===== config.mk =====
export PLATFORM = sky130hd
export DESIGN_NAME = hs_reg_slice
export DESIGN_NICKNAME = d
export VERILOG_FILES = /design/src/rtl/hs_reg_slice.sv
export SDC_FILE = /design/constraint.sdc
export NUM_CORES = 1
export LEC_CHECK = 0
export BUFFER_PORTS_ARGS = -buffer_cell sky130_fd_sc_hd__buf_2
export CAP_MARGIN = 10
export CORE_AREA = 2 2 39 41
export CTS_CLUSTER_DIAMETER = 40
export DETAILED_ROUTE_END_ITERATION = 7
export DIE_AREA = 0 0 41 43
export PLACE_DENSITY = 0.81
export SYNTH_ARGS = -nofsm -noshare
export SYNTH_HDL_FRONTEND = slang
export SYNTH_SLANG_ARGS = --single-unit

===== constraint.sdc =====
create_clock -name clk -period 1.2 [get_ports clk]
set_clock_uncertainty 0.05 [all_clocks]
set_input_delay 0 -clock clk [delete_from_list [all_inputs] [get_ports clk]]
set_output_delay 0 -clock clk [all_outputs]
set_load 0.005 [all_outputs]

===== src/rtl/hs_reg_slice.sv =====
// Valid/ready register slice: MODE selects pass-through, forward-registered,
// backward-registered (skid) or fully registered (2-entry) retiming.
module hs_reg_slice #(
    parameter int unsigned WIDTH = 8,
    parameter int unsigned MODE  = 2
) (
    input  logic             clk,
    input  logic             s_rst,
    input  logic             src_valid,
    input  logic [WIDTH-1:0] src_data,
    output logic             src_ready,
    output logic             dst_valid,
    output logic [WIDTH-1:0] dst_data,
    input  logic             dst_ready,
    output logic [1:0]       occupancy
);

    if (MODE == 0) begin : g_pass
        // Pure wiring; only the reset gate on src_ready touches the handshake.
        assign src_ready = dst_ready & ~s_rst;
        assign dst_valid = src_valid;
        assign dst_data  = src_data;
        assign occupancy = 2'd0;

    end else if (MODE == 1) begin : g_fwd
        logic             r_out_valid;
        logic [WIDTH-1:0] r_out_data;
        logic             w_src_xfer;

        assign src_ready  = (~r_out_valid | dst_ready) & ~s_rst;
        assign w_src_xfer = src_valid & src_ready;

        // NOTE: state flops use non-blocking assignments so every flop samples
        // the pre-edge value of every other flop, independent of block order.
        always_ff @(posedge clk) begin
            if (s_rst) begin
                // NOTE: data flops are reset too, so dst_data reads 0 after
                // reset instead of leaking a discarded beat.
                r_out_valid <= 1'b0;
                r_out_data  <= '0;
            end else if (w_src_xfer) begin
                r_out_valid <= 1'b1;
                r_out_data  <= src_data;
            end else if (dst_ready) begin
                r_out_valid <= 1'b0;
            end
        end

        assign dst_valid = r_out_valid;
        assign dst_data  = r_out_data;
        assign occupancy = {1'b0, r_out_valid};

    end else if (MODE == 2) begin : g_skid
        logic             r_skid_valid;
        logic [WIDTH-1:0] r_skid_data;
        logic             w_src_xfer;

        assign src_ready  = ~r_skid_valid & ~s_rst;
        assign w_src_xfer = src_valid & src_ready;

        // A beat lands in the skid only when it is accepted but not consumed.
        always_ff @(posedge clk) begin
            if (s_rst) begin
                r_skid_valid <= 1'b0;
                r_skid_data  <= '0;
            end else if (r_skid_valid) begin
                if (dst_ready) r_skid_valid <= 1'b0;
            end else if (w_src_xfer && !dst_ready) begin
                r_skid_valid <= 1'b1;
                r_skid_data  <= src_data;
            end
        end

        assign dst_valid = r_skid_valid | (src_valid & ~s_rst);
        assign dst_data  = r_skid_valid ? r_skid_data : src_data;
        assign occupancy = {1'b0, r_skid_valid};

    end else if (MODE == 3) begin : g_full
        logic [1:0]       r_count;
        logic [WIDTH-1:0] r_a;
        logic [WIDTH-1:0] r_b;
        logic             w_push;
        logic             w_pop;

        assign src_ready = (r_count != 2'd2) & ~s_rst;
        assign dst_valid = (r_count != 2'd0);
        assign dst_data  = r_a;
        assign occupancy = r_count;

        assign w_push = src_valid & src_ready;
        assign w_pop  = dst_valid & dst_ready;

        // Entry A always holds the head beat; B only fills when A is occupied.
        always_ff @(posedge clk) begin
            if (s_rst) begin
                r_count <= 2'd0;
                r_a     <= '0;
                r_b     <= '0;
            end else begin
                case ({w_push, w_pop})
                    2'b10: begin
                        if (r_count == 2'd0) r_a <= src_data;
                        else                 r_b <= src_data;
                        r_count <= r_count + 2'd1;
                    end
                    2'b01: begin
                        r_a     <= r_b;
                        r_count <= r_count - 2'd1;
                    end
                    2'b11: begin
                        if (r_count == 2'd2) begin
                            r_a <= r_b;
                            r_b <= src_data;
                        end else begin
                            r_a <= src_data;
                        end
                    end
                    default: ;
                endcase
            end
        end

    end else begin : g_bad_mode
        $error("hs_reg_slice: MODE must be 0..3");
        assign src_ready = 1'b0;
        assign dst_valid = 1'b0;
        assign dst_data  = '0;
        assign occupancy = 2'd0;
    end

endmodule


# Yosys cells after proc, flatten, opt, wreduce, memory -nomap -nowiden
# Index checks and enable logic that the tools add are counted.
# W data, S select, Z words.
totals:
  memories: 0
  out_inout_bits: 12
  input_bits: 12
  ram_bits: 0
  rom_bits: 0
  latchBits: 0
  register_bits: 9
  wordCells: 15
op_classes:
  multipliers: 0
  bitwise_logic: 6
  muxes: 4
  magnitude_cmp: 0
  n_reduce_logical: 3
  n_eq_ne: 0
  addsub: 0
  n_div: 0
  n_shift: 0
ops:
  columns: ["operator", "n"]
  rows:
  - ["$mux W8", 1]
  - ["$and A1 B1 Y1", 3]
  - ["$mux W1", 3]
  - ["$not A1 Y1", 2]
  - ["$reduce_and A2 Y1", 1]
  - ["$logic_and A1 B1 Y1", 1]
  - ["$logic_not A1 Y1", 1]
  - ["$or A1 B1 Y1", 1]

# Depth between registers and ports, before layout
# Gate-level depths: netlist of run 1.
logic_depth:
  ltp_word: 6
  ltp_mapped: 4
  depth_no_buf: 2

# Worst setup path after synthesis of run 1
# Ideal clock, no wire load.
synth_path:
  path_kind: "register -> register"
  start: "register g_skid.r_skid_valid"
  end: "register g_skid.r_skid_data[0]"
  setup_slack_ns: 0.250
  path_stages_with_launch: 4
  setup_ns: 0.072
  n_path_buf: 1
  synth_period_minus_slack_ns: 0.950
  arrival_time_ns: 0.828
  t_required_ns: 1.078
  path_cell_list: "dfxtp_1 nor3b_2 buf_6 mux2i_1"
synth_via:
  elab_chain_cells: 5
synth_lines:
  columns: ["element", "line", "rtl"]
  rows:
  - ["start, declared", "54", "logic r_skid_valid;"]
  - ["start signal, assigned", "64", "r_skid_valid <= 1'b0;"]
  - ["start signal, assigned", "67", "if (dst_ready) r_skid_valid <= 1'b0;"]
  - ["start signal, assigned", "69", "r_skid_valid <= 1'b1;"]
  - ["$not A1 Y1 (no line) *", null, null]
  - ["$and A1 B1 Y1", "58", "assign src_ready = ~r_skid_valid & ~s_rst;"]
  - ["$and A1 B1 Y1", "59", "assign w_src_xfer = src_valid & src_ready;"]
  - ["$logic_and A1 B1 Y1", "68", "end else if (w_src_xfer && !dst_ready) begin"]
  - ["$reduce_and A2 Y1 (no line) *", null, null]
  - ["end signal, assigned", "70", "r_skid_data <= src_data;"]
  - ["end, declared", "55", "logic [WIDTH-1:0] r_skid_data;"]
# Mark *: on every way between the ends. The rest lies on a longest branch, timed or not.
# A chain may end at the register's enable or synchronous reset.

# Worst setup path in the final report of run 1
layout_path:
  start: "register g_skid.r_skid_valid"
  end: "output port dst_data[6]"
layout_via:
  elab_chain_cells: 1
layout_lines:
  columns: ["element", "line", "rtl"]
  rows:
  - ["$mux W8", "75", "assign dst_data = r_skid_valid ? r_skid_data : src_data;"]
  - ["end, declared", "13", "output logic [WIDTH-1:0] dst_data,"]
# Every way passes these cells.

==> results.yml, run 1 <==
run_status:
  status: "finished with violations"
  failed_checks: "negative setup slack"
timing:
  setup_ws_ps: -51.02
  tns_ps: -302.8
  timing.final.hold_violations: 0
  final_min_period_over_clock_period_pct: 104.3
  fmaxAchievable_mhz: 799.3
  timing.hold.ws_ps: 48.57
  final-setup-viol-count: 8
  slew_violations: 0
  finalCriticalPeriod_ps: 1251
  rsz0062_at_grt: "true"
cells_and_area:
  diodes: 0
  layout.cells.most_common: "sky130_fd_sc_hd__nand2b_1"
  finish.instance_area_um2: 904.6
  syn2layout_area_growth_pct: 65.45
  post_route_cells_drive_above_1_share_pct: 45.56
  fillCellCount: 118
  num-nets-final: 103
  layout_common_cells: "sky130_fd_sc_hd__nand2b_1 (16), sky130_fd_sc_hd__buf_2 (14), sky130_fd_sc_hd__buf_6 (12), sky130_fd_sc_hd__dlygate4sd3_1 (10)"
critical_path:
  worstPathMaxFanout: 7
  path_delay_family: "flip-flops"
  crit_path_start_kind: "flip-flop"
  cp-end-kind: "output port"
  critPathSlowestCell: "sky130_fd_sc_hd__dfxtp_4"
  required_ps: 1150
  crit_path_cell_trace: "buf_8 -> mux2_4 -> buf_6"
  critPathArrivalTime_ps: 1200
  setup.worst_path.class: "reg -> out"
  cp_slowest_stage_delay_ps: 370
  critical_path.n_buffers_inverters: 2
grt:
  grt_use_met3_pct: 3.141
  wire_length_of_the_first_global_routing_pass_mm: 1.945
  total_routing_usage_gr_pct: 16.11
  grt_pass1_vias: 471
  grt.met2_usage_pct: 25.31
  antenna_violations_before_repair: 0
  grt.met1_usage_pct: 19.81
  gr-max-usage-layer: "met2"
  global_route.overflow_total: 0
  grt_start_max_net_pins: 20
clock_network:
  cts_sinks: 9
  worstSkewPairLatency_ps: 250
  cts_inserted_buffers: 3
  ctsLongestPathBuffers: 2
  htree_num_levels: 1
  cts.root.buffer_cell: "sky130_fd_sc_hd__clkbuf_4"
  clk_pin_slew_worst_paths_ps: 70
  tritoncts: "built"
yosys:
  synthesis.area_um2: 546.8
  avgSynthCellArea_um2: 10.13
  syn-num-nets: 66
  synth-seq-area-share_pct: 32.95
  synthesis.yosys.warnings: 0
  ys_types: 12
  seq_cells_post_synth: 9
  syn_inst: 54
routing:
  vias_per_cell: 4.481
  route.detailed.wl_per_inst_um: 11.80
  drt_first_pass_iters: 4
  ant_nets: 0
  drc: 0
  drt-initial-drc-count: 5
  postRouteWirelength_mm: 1.251
  dr_total_vias: 475
placement:
  dpl_worst_slack_ps: 146.3
  placement.io_buffers: 22
  place.gp.congestion: 0.4980
  place_area_um2: 650.6
  place.detailed.hpwl_um: 699.1
die:
  floorplan.die.width_um: 41
  placement_rows: 14
  chipHeight_um: 43
  floorplan.initialDensity_pct: 39.51
  floorplan.io_pins: 24
  core_region_area_mm2: 0.001384
  die-area_mm2: 0.001763
power_and_ir_drop:
  total_power_uw: 780.6
  power_per_standard_cell_area_mw_per_mm2: 862.9
  leakage_nw: 0.4195
  ir_worst_vdd_uv: 619.2
min_path:
  timing.hold.worst.class: "in -> reg"
run:
  drv.max_cap_violation_count: 0
[synth_stat cells, drive strengths merged]
library cell,number,area [um2]
a21o,1,7.510
buf,6,56.30
conb,1,3.750
dfxtp,9,180.2
inv,1,3.750
mux2,8,90.09
mux2i,8,80.08
nand2b,16,100.1
nor2,2,7.510
nor3,1,5.000
nor3b,1,12.51
[stage by stage]
stage          instances  utilization (%)
2_1_floorplan         54                -
3_3_place_gp          90            47.02
3_5_place_dp          90            47.02
4_1_cts              105            62.66
5_1_grt              106            65.37
6_report             106            65.37
[power breakdown]
part | switching, mW | internal [mW] | total (mW)
clock | 0.107 | 0.128 | 0.235
sequential | 0.0100 | 0.313 | 0.323
combinational | 0.0737 | 0.149 | 0.223
total | 0.190 | 0.590 | 0.781
[logic make-up after synthesis]
family	after synthesis	synth area share [%]
compound gates	1	1.374
simple gates	20	22.88
mux	16	31.12
buf+inv	7	10.98
flops	9	32.95
other cells	1	0.6858
[registers in the layout, summed over array words and instances, names as in the netlist]
name / flops
g_skid.r_skid_valid: 1
g_skid.r_skid_data: 8
[repair_timing]
action	in CTS	in global routing
buffers inserted	1	1
hold buffers	10	0
hold endpoints to repair	9	0
pin swaps	0	1
gates resized for setup	18	7
endpoints found under the setup margin	8	14
[worst paths after layout]
path	slack, ps	depth (start not counted)	startpoint	endpoint
hold reg to reg	430	2	g_skid.r_skid_data[2]	g_skid.r_skid_data[2]
setup / recovery	-50	3	g_skid.r_skid_valid	dst_data[6]
setup reg to reg	20	4	g_skid.r_skid_valid	g_skid.r_skid_data[6]
hold / removal	50	2	s_rst	g_skid.r_skid_valid
[area by class of cell]
type / instances / area (um2) / area share [%]
inverter: 1 / 3.754 / 0.4149
multi-input combinational: 38 / 342.8 / 37.90
timing repair buffer: 38 / 327.8 / 36.24
tap: 16 / 20.02 / 2.213
sequential: 9 / 183.9 / 20.33
clock buffer: 4 / 26.28 / 2.905
[layer usage]
metal	up-vias	share of wire [%]
li1	244	-
met1	216	42
met2	13	54
met3	2	3.0
met4	0	0.64
met5	-	0
No activity file was read; power rests on OpenSTA's default activity.
==> run 2, diff against run 1 <==
SKIP_CTS_REPAIR_TIMING = 1   (was default)
==> results.yml, run 2 (synthesis results as in run 1) <==
run_status:
  status: "finished with violations"
  failed_checks: "negative setup slack"
grt:
  global_route.overflow_total: 0
  grt.met2_usage_pct: 20.31
  grt_pass1_vias: 386
  antenna_violations_before_repair: 0
  grt_start_max_net_pins: 20
  total_routing_usage_gr_pct: 12.50
  wire_length_of_the_first_global_routing_pass_mm: 1.483
  gr-max-usage-layer: "met2"
  grt.met1_usage_pct: 13.36
  grt_use_met3_pct: 3.141
clock_network:
  clk_pin_slew_worst_paths_ps: 70
  cts_sinks: 9
  cts_inserted_buffers: 3
  tritoncts: "built"
  cts.root.buffer_cell: "sky130_fd_sc_hd__clkbuf_4"
  ctsLongestPathBuffers: 2
  htree_num_levels: 1
  worstSkewPairLatency_ps: 260
timing:
  final_min_period_over_clock_period_pct: 104.0
  final-setup-viol-count: 6
  fmaxAchievable_mhz: 801.6
  slew_violations: 0
  timing.final.hold_violations: 0
  rsz0062_at_grt: "true"
  finalCriticalPeriod_ps: 1247
  setup_ws_ps: -47.44
cells_and_area:
  largest_register_ff_count: 8
  regMostFlops: "g_skid.r_skid_data"
  top_regs: "g_skid.r_skid_data x8, g_skid.r_skid_valid x1"
  layout_common_cells: "sky130_fd_sc_hd__nand2b_1 (16), sky130_fd_sc_hd__buf_2 (14), sky130_fd_sc_hd__buf_6 (11), sky130_fd_sc_hd__dlygate4sd3_1 (10)"
  syn2layout_area_growth_pct: 61.56
  diodes: 0
  fillCellCount: 118
  finish.cell_count_without_fillers: 105
  final_core_util_pct: 63.83
  num-nets-final: 102
  post_route_cells_drive_above_1_share_pct: 44.94
  layout.cells.most_common: "sky130_fd_sc_hd__nand2b_1"
critical_path:
  reg2reg_setup_slack_ps: 30
  crit_path_cell_trace: "buf_6 -> mux2_4 -> buf_6"
  worstPathMaxFanout: 7
  cp_slowest_stage_delay_ps: 350
  required_ps: 1150
  rr_worst_depth: 4
  cell_repeated_most_along_the_worst_path: "sky130_fd_sc_hd__buf_6"
  crit_path_start_kind: "flip-flop"
  critPathSlowestCell: "sky130_fd_sc_hd__dfxtp_2"
  critical_path.reg2reg.endpoint: "g_skid.r_skid_data[6]"
  regToRegStartpoint: "g_skid.r_skid_valid"
  critPathArrivalTime_ps: 1200
  setup.worst_path.class: "reg -> out"
  cp-end-kind: "output port"
die:
  floorplan.die.width_um: 41
  floorplan.io_pins: 24
  placement_rows: 14
  die-area_mm2: 0.001763
  chipHeight_um: 43
  core_region_area_mm2: 0.001384
  floorplan.initialDensity_pct: 39.51
routing:
  drt-initial-drc-count: 1
  ant_nets: 0
  drc: 0
  drt_first_pass_iters: 4
  postRouteWirelength_mm: 1.212
  vias_per_cell: 4.524
  dr_total_vias: 475
  route.detailed.wl_per_inst_um: 11.54
power_and_ir_drop:
  leakage_nw: 0.4110
  power_per_standard_cell_area_mw_per_mm2: 876.7
  ir_worst_vdd_uv: 690.4
placement:
  place.detailed.hpwl_um: 699.1
  placement.io_buffers: 22
  place.gp.congestion: 0.4980
  dp_cells: 90
run:
  drv.max_cap_violation_count: 0
min_path:
  timing.hold.worst.class: "in -> reg"
  worstHoldPathCells: 2
  timing.hold.worst.start: "s_rst"
  hold_path_end: "g_skid.r_skid_valid"
## run 2: metal layers
metal,up-vias,part of all wire (%)
met4,0,0.66
met3,2,3.1
met2,13,52
met1,218,44
li1,242,-
met5,-,0
## run 2: through the flow
step | setup slack, ps | instance area, um2 | hold WS [ps] | setup TNS (ps) | total power [mW]
2_1_floorplan | 250.3 | 546.8 | 26.79 | 0 | 0.4205
3_3_place_gp | 184.7 | 650.6 | 152.3 | 0 | 0.4638
3_5_place_dp | 146.3 | 650.6 | 154.4 | 0 | 0.4678
4_1_cts | -122.2 | 676.9 | -119.6 | -880.0 | 0.7050
5_1_grt | -94.75 | 883.3 | 73.56 | -765.3 | 0.8304
6_report | -47.44 | 883.3 | 54.49 | -244.8 | 0.7745
## run 2: critical path, delay by kind of cell (launching register included)
family,cells,cell delay [ps]
buffers and inverters,2,270
DFF,1,350
muxes,1,310
## run 2: worst max-delay path by stage
stage	start	end	slack (ps)	cells past startpoint
after floorplan	g_skid.r_skid_valid	g_skid.r_skid_data[0]	250	3
after global placement	g_skid.r_skid_valid	g_skid.r_skid_data[2]	180	3
after detailed placement	g_skid.r_skid_valid	g_skid.r_skid_data[6]	150	3
after CTS	g_skid.r_skid_valid	dst_data[5]	-120	3
after global routing	g_skid.r_skid_valid	dst_data[6]	-90	3
final	g_skid.r_skid_valid	dst_data[6]	-50	3
## run 2: where the power goes
part | switching [mW] | internal (mW) | leakage (nW)
Sequential | 0.00920 | 0.314 | 0.0740
Combinational | 0.0724 | 0.144 | 0.322
Clock | 0.106 | 0.128 | 0.0150
Total | 0.188 | 0.587 | 0.411
## run 2: cell type report
type / instances / area [um2] / share of cell area [%]
clock buffer: 4 / 26.28 / 2.975
inverter: 1 / 3.754 / 0.4249
multi-input combinational: 38 / 342.8 / 38.81
sequential: 9 / 181.4 / 20.54
tap: 16 / 20.02 / 2.266
timing repair buffer: 37 / 309.0 / 34.99
==> run 3, diff against run 2 <==
PLACE_DENSITY = 0.71   (was 0.81)
==> results.yml, run 3 (synthesis results as in run 1) <==
timing:
  tns_ps: -54.85
  final-setup-viol-count: 6
  fmaxAchievable_mhz: 821.1
  rsz0062_at_grt: "true"
  final_min_period_over_clock_period_pct: 101.5
  timing.hold.ws_ps: -21.42
  slew_violations: 0
  timing.final.hold_violations: 4
  finalCriticalPeriod_ps: 1218
  setup_ws_ps: -17.93
die:
  placement_rows: 14
  core_region_area_mm2: 0.001384
  floorplan.io_pins: 24
  die-area_mm2: 0.001763
  floorplan.die.width_um: 41
  floorplan.initialDensity_pct: 39.51
  chipHeight_um: 43
power_and_ir_drop:
  power_per_standard_cell_area_mw_per_mm2: 895.4
  leakage_nw: 0.3923
  ir_worst_vdd_uv: 497.9
routing:
  drt_first_pass_iters: 3
  route.detailed.wl_per_inst_um: 11.43
  ant_nets: 0
  drc: 0
  postRouteWirelength_mm: 1.154
  dr_total_vias: 484
  drt-initial-drc-count: 2
  vias_per_cell: 4.792
placement:
  place.detailed.hpwl_um: 782.5
  place.gp.congestion: 0.5437
  place_area_um2: 658.1
  placement.io_buffers: 22
clock_network:
  ctsLongestPathBuffers: 2
  tritoncts: "built"
  htree_num_levels: 1
  clk_pin_slew_worst_paths_ps: 60
  cts.root.buffer_cell: "sky130_fd_sc_hd__clkbuf_4"
  cts_inserted_buffers: 3
  cts_sinks: 9
  worstSkewPairLatency_ps: 250
critical_path:
  critPathArrivalTime_ps: 1170
  required_ps: 1150
  cp_slowest_stage_delay_ps: 370
  crit_path_start_kind: "flip-flop"
  cell_repeated_most_along_the_worst_path: "sky130_fd_sc_hd__buf_6"
  cp-end-kind: "output port"
  critical_path_depth: 3
  critical_path.n_buffers_inverters: 2
  critPathSlowestCell: "sky130_fd_sc_hd__dfxtp_4"
  setup.worst_path.class: "reg -> out"
  crit_path_cell_trace: "buf_6 -> mux2_4 -> buf_6"
  path_delay_family: "flip-flops"
  worstPathMaxFanout: 6
  rr_worst_depth: 3
run:
  drv.max_cap_violation_count: 0
grt:
  global_route.overflow_total: 0
  total_routing_usage_gr_pct: 12.70
  wire_length_of_the_first_global_routing_pass_mm: 1.504
  grt_start_max_net_pins: 20
  grt_pass1_vias: 401
  antenna_violations_before_repair: 0
cells_and_area:
  layout.cells.most_common: "sky130_fd_sc_hd__nand2b_1"
  finish.instance_area_um2: 837.1
  largest_register_ff_count: 8
  post_route_cells_drive_above_1_share_pct: 47.06
  syn2layout_area_growth_pct: 53.09
  regMostFlops: "g_skid.r_skid_data"
  fillCellCount: 123
  final_core_util_pct: 60.49
  num-nets-final: 98
  top_regs: "g_skid.r_skid_data x8, g_skid.r_skid_valid x1"
  diodes: 0
  layout_common_cells: "sky130_fd_sc_hd__nand2b_1 (16), sky130_fd_sc_hd__buf_2 (15), sky130_fd_sc_hd__buf_6 (11)"
min_path:
  timing.hold.worst.class: "in -> reg"
  worstHoldPathCells: 3
run_status:
  status: "finished with violations"
  failed_checks: "negative hold slack, negative setup slack"
run 3: cell types whose count changed in the layout (fill, tap and decap cells not counted), sizes merged:
| cell | change |
|---|---|
| dlygate4sd3 | -4 |
run 3: path summary, 6_finish.rpt:
path / startpoint / to / slack, ps
worst max-delay path: g_skid.r_skid_valid / dst_data[5] / -20
worst min-delay path: src_data[3] / g_skid.r_skid_data[3] / -20
worst max register to register: g_skid.r_skid_valid / g_skid.r_skid_data[6] / 120
worst min register to register: g_skid.r_skid_data[4] / g_skid.r_skid_data[4] / 430
run 3: metrics by stage:
step | worst slack (ps) | instances | power (mW)
4_1_cts | -116.5 | 95 | 0.6983
5_1_grt | -55.64 | 101 | 0.7846
2_1_floorplan | 250.3 | 54 | 0.4205
3_5_place_dp | 103.4 | 91 | 0.4711
3_3_place_gp | 168.8 | 91 | 0.4669
6_report | -17.93 | 101 | 0.7495
run 3: cell type report:
cell class              count  area, um2  area share (%)
clock buffers               4      26.28           3.139
inverters                   1      3.754          0.4484
repair buffers             33      266.5           31.84
multi-input cells          38      336.6           40.21
well taps                  16      20.02           2.392
flip-flops and latches      9      183.9           21.97
run 3: power breakdown:
group | internal [mW] | switching (mW)
combinational | 0.132 | 0.0676
clock | 0.128 | 0.0986
sequential | 0.313 | 0.0102
run 3: worst min-delay path, stage by stage:
cell and delay (ps):
sky130_fd_sc_hd__buf_2 110, sky130_fd_sc_hd__nand2b_1 60, sky130_fd_sc_hd__mux2i_1 60
run 3: layer usage:
metal | vias to the layer above | share of wire (%) | track usage, %
li1 | 237 | - | -
met4 | 0 | 0 | 6.000
met1 | 233 | 44 | 12.70
met5 | - | 0 | 0
met3 | 0 | 6.5 | 4.712
met2 | 14 | 49 | 21.56
